## config.mk

```make
export PLATFORM = sky130hd
export DESIGN_NAME = switch_egress_reader_flat
export DESIGN_NICKNAME = d
export VERILOG_FILES = /design/src/rtl/switch_egress_reader_if.sv /design/src/rtl/switch_egress_reader.sv /design/src/flat_wrapper.sv
export SDC_FILE = /design/constraint.sdc
export NUM_CORES = 1
export LEC_CHECK = 0
export BUFFER_PORTS_ARGS = -buffer_cell sky130_fd_sc_hd__buf_2
export CORE_AREA = 2 2 145 175
export DETAILED_ROUTE_END_ITERATION = 8
export DIE_AREA = 0 0 147 177
export PLACE_DENSITY = 0.94
export SETUP_SLACK_MARGIN = 0.05
export SKIP_CTS_REPAIR_TIMING = 1
export SYNTH_ARGS = -nofsm -noshare
export SYNTH_HDL_FRONTEND = slang
export SYNTH_SLANG_ARGS = --single-unit
```

## constraint.sdc

```tcl
create_clock -name clk -period 4.2 [get_ports clk]
set_input_delay 0.63 -clock clk [delete_from_list [all_inputs] [get_ports clk]]
set_output_delay 0.63 -clock clk [all_outputs]
set_load 0.05 [all_outputs]
```

## src/rtl/switch_egress_reader_if.sv

```systemverilog
// Bundle between the switch output VOQ read side, the egress reader and the downstream consumer.
// The master modport is the reader's view; the slave modport is the switch/downstream view.
interface switch_egress_reader_if #(
    parameter int PORT_NUB   = 4,
    parameter int DATA_WIDTH = 32
);
    localparam int SEL = $clog2(PORT_NUB);

    logic [PORT_NUB*DATA_WIDTH-1:0] sw_data;
    logic [PORT_NUB*PORT_NUB-1:0]   sw_empty;
    logic [PORT_NUB*SEL-1:0]        sw_rd_sel;
    logic [PORT_NUB-1:0]            sw_rd_en;
    logic [PORT_NUB*DATA_WIDTH-1:0] out_data;
    logic [PORT_NUB*SEL-1:0]        out_src;
    logic [PORT_NUB-1:0]            out_valid;
    logic [PORT_NUB-1:0]            out_ready;

    modport master (
        input  sw_data,
        input  sw_empty,
        input  out_ready,
        output sw_rd_sel,
        output sw_rd_en,
        output out_data,
        output out_src,
        output out_valid
    );

    modport slave (
        output sw_data,
        output sw_empty,
        output out_ready,
        input  sw_rd_sel,
        input  sw_rd_en,
        input  out_data,
        input  out_src,
        input  out_valid
    );
endinterface

```

## src/rtl/switch_egress_reader.sv

```systemverilog
// Per-output-port egress reader: round-robin over the source sub-queues of each switch output,
// fixed one-cycle switch read latency, 2-entry skid FIFO with credit-based read issue.
module switch_egress_reader #(
    parameter int PORT_NUB   = 4,
    parameter int DATA_WIDTH = 32
) (
    input  logic                   clk,
    input  logic                   rst_n,
    switch_egress_reader_if.master io_bus
);
    localparam int SEL = $clog2(PORT_NUB);

    for (genvar o = 0; o < PORT_NUB; o++) begin : g_lane
        logic [SEL-1:0]        r_rr_ptr;
        logic                  r_inflight;
        logic [SEL-1:0]        r_inflight_src;
        logic [PORT_NUB-1:0]   r_last_grant;
        logic [DATA_WIDTH-1:0] r_fifo_data [2];
        logic [SEL-1:0]        r_fifo_src  [2];
        logic                  r_rd_ptr;
        logic                  r_wr_ptr;
        logic [1:0]            r_count;

        logic [PORT_NUB-1:0]   w_eligible;
        logic [SEL-1:0]        w_grant;
        logic                  w_any;
        logic                  w_pop;
        logic [1:0]            w_occ;
        logic                  w_credit;
        logic                  w_issue;

        // Empty flags lag a read by one cycle, so last cycle's grant is masked out.
        assign w_eligible = ~io_bus.sw_empty[o*PORT_NUB +: PORT_NUB] & ~r_last_grant;
        assign w_any      = |w_eligible;
        assign w_pop      = (r_count != 2'd0) & io_bus.out_ready[o];
        assign w_occ      = r_count + {1'b0, r_inflight};
        assign w_credit   = (w_occ < 2'd2) | ((w_occ == 2'd2) & w_pop);
        assign w_issue    = rst_n & w_credit & w_any;

        // Reverse scan so the smallest offset from r_rr_ptr wins.
        always_comb begin
            w_grant = r_rr_ptr;
            for (int k = PORT_NUB - 1; k >= 0; k--) begin
                if (w_eligible[r_rr_ptr + SEL'(k)]) begin
                    w_grant = r_rr_ptr + SEL'(k);
                end
            end
        end

        assign io_bus.sw_rd_en[o]                          = w_issue;
        assign io_bus.sw_rd_sel[o*SEL +: SEL]              = w_issue ? w_grant : '0;
        assign io_bus.out_valid[o]                         = (r_count != 2'd0);
        assign io_bus.out_data[o*DATA_WIDTH +: DATA_WIDTH] = r_fifo_data[r_rd_ptr];
        assign io_bus.out_src[o*SEL +: SEL]                = r_fifo_src[r_rd_ptr];

        always_ff @(posedge clk or negedge rst_n) begin
            if (!rst_n) begin
                r_rr_ptr       <= '0;
                r_inflight     <= 1'b0;
                r_inflight_src <= '0;
                r_last_grant   <= '0;
                r_fifo_data[0] <= '0;
                r_fifo_data[1] <= '0;
                r_fifo_src[0]  <= '0;
                r_fifo_src[1]  <= '0;
                r_rd_ptr       <= 1'b0;
                r_wr_ptr       <= 1'b0;
                r_count        <= 2'd0;
            end else begin
                r_inflight     <= w_issue;
                r_inflight_src <= w_grant;
                if (w_issue) begin
                    r_rr_ptr     <= w_grant + SEL'(1);
                    r_last_grant <= PORT_NUB'(1) << w_grant;
                end else begin
                    r_last_grant <= '0;
                end
                // The switch word for last cycle's strobe is on sw_data now.
                if (r_inflight) begin
                    r_fifo_data[r_wr_ptr] <= io_bus.sw_data[o*DATA_WIDTH +: DATA_WIDTH];
                    r_fifo_src[r_wr_ptr]  <= r_inflight_src;
                    r_wr_ptr              <= ~r_wr_ptr;
                end
                if (w_pop) begin
                    r_rd_ptr <= ~r_rd_ptr;
                end
                r_count <= r_count + {1'b0, r_inflight} - {1'b0, w_pop};
            end
        end
    end
endmodule

```

## src/flat_wrapper.sv

```systemverilog
// flat-port wrapper written by rule: the top's interface ports become plain ports
module switch_egress_reader_flat 
#(
    parameter int PORT_NUB   = 4,
    parameter int DATA_WIDTH = 32
)
  (clk, rst_n, io_bus_sw_data, io_bus_sw_empty, io_bus_out_ready, io_bus_sw_rd_sel, io_bus_sw_rd_en, io_bus_out_data, io_bus_out_src, io_bus_out_valid);
  switch_egress_reader_if #(.PORT_NUB(PORT_NUB), .DATA_WIDTH(DATA_WIDTH)) io_bus_i ();
  input  logic clk;
  input  logic rst_n;
  input wire logic [$bits(io_bus_i.sw_data)-1:0] io_bus_sw_data;
  input wire logic [$bits(io_bus_i.sw_empty)-1:0] io_bus_sw_empty;
  input wire logic [$bits(io_bus_i.out_ready)-1:0] io_bus_out_ready;
  output wire logic [$bits(io_bus_i.sw_rd_sel)-1:0] io_bus_sw_rd_sel;
  output wire logic [$bits(io_bus_i.sw_rd_en)-1:0] io_bus_sw_rd_en;
  output wire logic [$bits(io_bus_i.out_data)-1:0] io_bus_out_data;
  output wire logic [$bits(io_bus_i.out_src)-1:0] io_bus_out_src;
  output wire logic [$bits(io_bus_i.out_valid)-1:0] io_bus_out_valid;
  assign io_bus_i.sw_data = io_bus_sw_data;
  assign io_bus_i.sw_empty = io_bus_sw_empty;
  assign io_bus_i.out_ready = io_bus_out_ready;
  assign io_bus_sw_rd_sel = io_bus_i.sw_rd_sel;
  assign io_bus_sw_rd_en = io_bus_i.sw_rd_en;
  assign io_bus_out_data = io_bus_i.out_data;
  assign io_bus_out_src = io_bus_i.out_src;
  assign io_bus_out_valid = io_bus_i.out_valid;
  switch_egress_reader #(.PORT_NUB(PORT_NUB), .DATA_WIDTH(DATA_WIDTH)) u_core (.clk(clk), .rst_n(rst_n), .io_bus(io_bus_i));
endmodule
```

# --- Word-level counts from Yosys, hierarchy flattened ---
# Index checks and enable logic that the tools add are counted.
# W data, S select, Z words.
totals:
  ff_bits: 324
  word_cells: 272
op_classes:
  n_shift: 4
  add_sub_neg: 24
  order_cmp: 32
  reduce_logical: 12
  muxes: 104
  bitwise: 48
  eq_ne: 4
op_table:
  columns: ["op", "count"]
  rows:
  - ["$mux W32", 16]
  - ["$bwmux W64", 4]
  - ["$demux W32 S1", 4]
  - ["$mux W2", 36]
  - ["$lt A2 B3 Y1 const B", 16]
  - ["$bmux W1 S2", 16]
  - ["$not A4 Y4", 8]
  - ["$add A2 B1 Y2 const B", 8]
  - ["$add A2 B2 Y2 const B", 8]
  - ["$and A1 B1 Y1", 16]
  - ["$and A4 B4 Y4", 4]
  - ["$bwmux W4", 4]
  - ["$ge A2 B2 Y1 const B", 8]
  - ["$mux W1", 16]
  - ["$mux W4", 4]
  - ["$not A1 Y2", 8]
  - ["$reduce_or A4 Y1", 4]
  - ["$shl A1 B2 Y4 const A", 4]
  - ["$add A2 B1 Y2", 4]
  - ["$demux W2 S1", 4]
  - ["$eq A2 B2 Y1 const B", 4]
  - ["$lt A2 B1 Y1 const B", 4]
  - ["$lt A2 B2 Y1 const B", 4]
  - ["$not A1 Y1", 8]
  - ["4 further kinds", 16]

# --- Depth between registers and ports, before layout ---
logic_depth:
  depth_word: 10
  ltp_mapped: 6

# --- Worst setup path after synthesis ---
# Ideal clock, no wire load.
synth_timing:
  kind: "input to output"
  start: "in io_bus_sw_empty[15]"
  end: "out io_bus_sw_rd_sel[6]"
  t_arrival_ns: 2.048
  required_time_ns: 3.570
  setup_slack_ns: 1.522
  n_path_buf: 0
  cell_stages: 5
  path_cell_list: "o22ai_1 nor2_1 a2111oi_2 nand2_1 inv_1"
synth_via:
  elab_cells_between_ends: 17
  cone_classes: "mux (13); bitwise (3); reduce/logical (1)"
synth_rtl:
  columns: ["item", "line_no", "source"]
  rows:
  - ["start: declaration", "flat_wrapper.sv:12", "input wire logic [$bits(io_bus_i.sw_empty)-1:0] io_bus_sw_empty;"]
  - ["$not A4 Y4", "switch_egress_reader.sv:33", "assign w_eligible = ~io_bus.sw_empty[o*PORT_NUB +: PORT_NUB] & ~r_last_grant;"]
  - ["$and A4 B4 Y4", "switch_egress_reader.sv:33", null]
  - ["$reduce_or A4 Y1", "switch_egress_reader.sv:34", "assign w_any = |w_eligible;"]
  - ["$and A1 B1 Y1", "switch_egress_reader.sv:38", "assign w_issue = rst_n & w_credit & w_any;"]
  - ["via u_core.g_lane[3].w_issue", "switch_egress_reader.sv:30", "logic w_issue;"]
  - ["$mux W2", "switch_egress_reader.sv:51", "assign io_bus.sw_rd_sel[o*SEL +: SEL] = w_issue ? w_grant : '0;"]
  - ["end: declaration", "flat_wrapper.sv:14", "output wire logic [$bits(io_bus_i.sw_rd_sel)-1:0] io_bus_sw_rd_sel;"]
# The timed path passes the listed nets, and every way through them passes these cells. The select of a mux whose other input is x is not followed.

# --- Worst setup path in the final report ---
layout_timing:
  start: "in rst_n"
  end: "out io_bus_sw_rd_sel[6]"
layout_via:
  elab_chain_len: 3
layout_lines:
  columns: ["item", "line_no", "source"]
  rows:
  - ["start: declaration", "flat_wrapper.sv:10", "input logic rst_n;"]
  - ["$and A1 B1 Y1 (2 in a row)", "switch_egress_reader.sv:38", null]
  - ["$mux W2", "switch_egress_reader.sv:51", null]
# No other way between the ends.

==> impl_metrics.json <==
{
  "outcome": "finished, final reports clean",
  "dieHeight_um": 177,
  "wl_um": 30500,
  "routabilityCongestion": 0.822,
  "synth-seq-cells": 324,
  "rsz0062_at_grt": "no",
  "wl_per_cell_um": 19.0,
  "slowest_delay_ns": 0.69,
  "synth_cell_type_count": 45,
  "grt_pass1_vias": 9734,
  "track_usage_pct": 23.0,
  "skew_ns": 0.0197,
  "drive_above_1_share_pct": 61.5,
  "grt_max_degree": 84,
  "yosysMostFrequentCell": "mux2_2",
  "ys_top_cells_by_count": "mux2_2, dfrtp_1, clkbuf_1",
  "start_util_pct": 57.8,
  "dieWidth_um": 147,
  "endpoint_kind": "primary output",
  "syn_to_final_growth_pct": 20.0,
  "worst_slew_pin_slew_ns": 1.02,
  "yosysTopAreaCell": "dfrtp_1",
  "critPathKind": "input pin to primary output",
  "grt_overflow_total": 0,
  "hold_ws_ns": 0.310,
  "synth-edff-count": 0,
  "setup_tns_ns": 0,
  "crit_path_start_kind": "input pin",
  "root_buffer": "clkbuf_16",
  "syn-instance-count": 963,
  "worstHoldPathCells": 2,
  "io_pins": 302,
  "cpMaxStageDelayCell": "a2111oi_2",
  "antenna_found_initial": 5,
  "clk_pin_slew_ns": 0.06,
  "syn_area_um2": 14100,
  "period_minus_slack_ns": 3.62,
  "slew_headroom_pct": 31.8,
  "fmax_mhz": 276,
  "synth_top_area_share_pct": 57.4,
  "die_area_um2": 26000,
  "io_buffer_count": 301,
  "drc": 0,
  "synthArstFlopShare_pct": 100,
  "grt_first_pass_wirelength_um": 48700,
  "synthFlopType": "dfrtp_1",
  "cts_buffers": 31,
  "dp.cells": 1555,
  "ant_nets": 0,
  "syn_nets": 1121,
  "core_area_um2": 24400,
  "final_util_pct": 69.4,
  "crit_chain": "dlygate4sd3_1 > buf_8 > inv_1 > a2111oi_2 > nand2_1 > inv_1 > buf_2",
  "yosys-top-cells-area": "dfrtp_1, mux2_2, clkbuf_1",
  "seq_area_frac_synth_pct": 57.4,
  "viasPerCell": 5.57,
  "htree_levels": 1,
  "firstDrtPassIters": 5,
  "vias": 8975,
  "hpwl_um": 20700,
  "layout.nets": 1422,
  "finalSetupViolCount": 0,
  "fin_crit_sh_pct": 86.2,
  "crit_fanout": 33,
  "instances_no_fill": 1610,
  "r2r_cells": 6,
  "maxCapViolCount": 0,
  "row_count": 63,
  "worstHoldPathType": "input pin to register",
  "first_iter_violations": 300,
  "syn-mean-instance-area_um2": 14.7,
  "yosys_warnings": 0,
  "hold_violations": 0,
  "cts_tree": "built",
  "clock_latency_ns": 0.56,
  "final-max-slew-violation-count": 0,
  "cts_num_sinks": 324,
  "worst-endpoint-arrival_ns": 2.99,
  "cts_buffer_depth": 3,
  "required_ns": 3.57,
  "cpMostUsedCell": "inv_1"
}
-- cells by family (layout without fill, tap and decap cells) --
logic type                 Yosys count  in the layout  synth area share (%)
DFF                                324            324                  57.4
and+or+nand+nor                     76             76                  2.98
buffers and inverters               73            392                  2.05
AOI/OAI and AO/OA                   54             54                  3.12
xor gates and xnor gates            20             20                  1.24
muxes                              408            408                  32.5
other                                0              3                     0
adders and majority gates            8              8                 0.709
-- layer usage --
layer / up-vias / share of wire, % / global-route usage [%]
li1: 4050 / - / -
met1: 4536 / 37 / 25.9
met2: 308 / 52 / 41.8
met3: 77 / 7.5 / 6.26
met4: 4 / 3.6 / 8.97
met5: - / 0.075 / 0
-- flip-flops by register name, summed over array words and instances, names as in the netlist --
| register | count |
|---|---|
| u_core.g_lane.r_rr_ptr | 8 |
| u_core.g_lane.r_inflight_src | 8 |
| u_core.g_lane.r_fifo_data | 256 |
| u_core.g_lane.r_wr_ptr | 4 |
| u_core.g_lane.r_count | 8 |
| u_core.g_lane.r_rd_ptr | 4 |
| u_core.g_lane.r_fifo_src | 16 |
| u_core.g_lane.r_inflight | 4 |
| u_core.g_lane.r_last_grant | 16 |
-- final timing paths --
path / startpoint / to / slack [ns]
worst max-delay path: rst_n / io_bus_sw_rd_sel[6] / 0.58
worst min-delay path: io_bus_sw_data[28] / u_core.g_lane[0].r_fifo_data[60] / 0.31
worst max register to register: u_core.g_lane[1].r_inflight / u_core.g_lane[1].r_rr_ptr[0] / 1.92
worst min register to register: u_core.g_lane[0].r_fifo_data[22] / u_core.g_lane[0].r_fifo_data[22] / 0.50
max in group asynchronous: rst_n / u_core.g_lane[2].r_rd_ptr / 1.35
min in group asynchronous: rst_n / u_core.g_lane[1].r_rr_ptr[1] / 0.52
-- critical path, delay by kind of cell --
family	cells	cell delay, ns
and+or+nand+nor	1	0.25
buffers and inverters	5	1.40
AOI/OAI and AO/OA	1	0.69
-- cell usage in the layout (no fill, tap or decap), types with 5 or more instances in the layout --
cell | Yosys | final
o32ai_1 | 7 | 7
a21oi_1 | 7 | 7
clkbuf_8 | 0 | 5
buf_4 | 4 | 14
nor2_1 | 26 | 26
xnor2_1 | 12 | 12
and2_1 | 6 | 6
ha_1 | 8 | 8
dfrtp_1 | 324 | 323
inv_1 | 24 | 24
nand2_1 | 8 | 7
clkbuf_1 | 35 | 7
o22ai_1 | 7 | 7
clkbuf_16 | 0 | 31
clkinv_2 | 0 | 5
xor2_1 | 8 | 8
mux2_2 | 408 | 408
buf_2 | 0 | 300
-- per-stage QoR --
step	worst slack [ns]	cell area, um^2
after floorplan	1.52	14100
after global placement	1.18	16000
after detailed placement	1.14	16000
after CTS	0.631	16900
after global routing	0.359	17000
final	0.579	17000
-- cell type report --
class | instances | area (um^2)
Antenna cell | 3 | 7.51
Fill cell | 1598 | 7480
Inverter | 25 | 93.8
Clock inverter | 8 | 93.8
Tap cell | 325 | 407
Multi-Input combinational cell | 566 | 5740
Timing Repair Buffer | 316 | 1630
Sequential cell | 324 | 8110
Clock buffer | 43 | 871
Power is not shown: default switching activity piles up to over one toggle a cycle in this logic, so the estimate is an artifact.
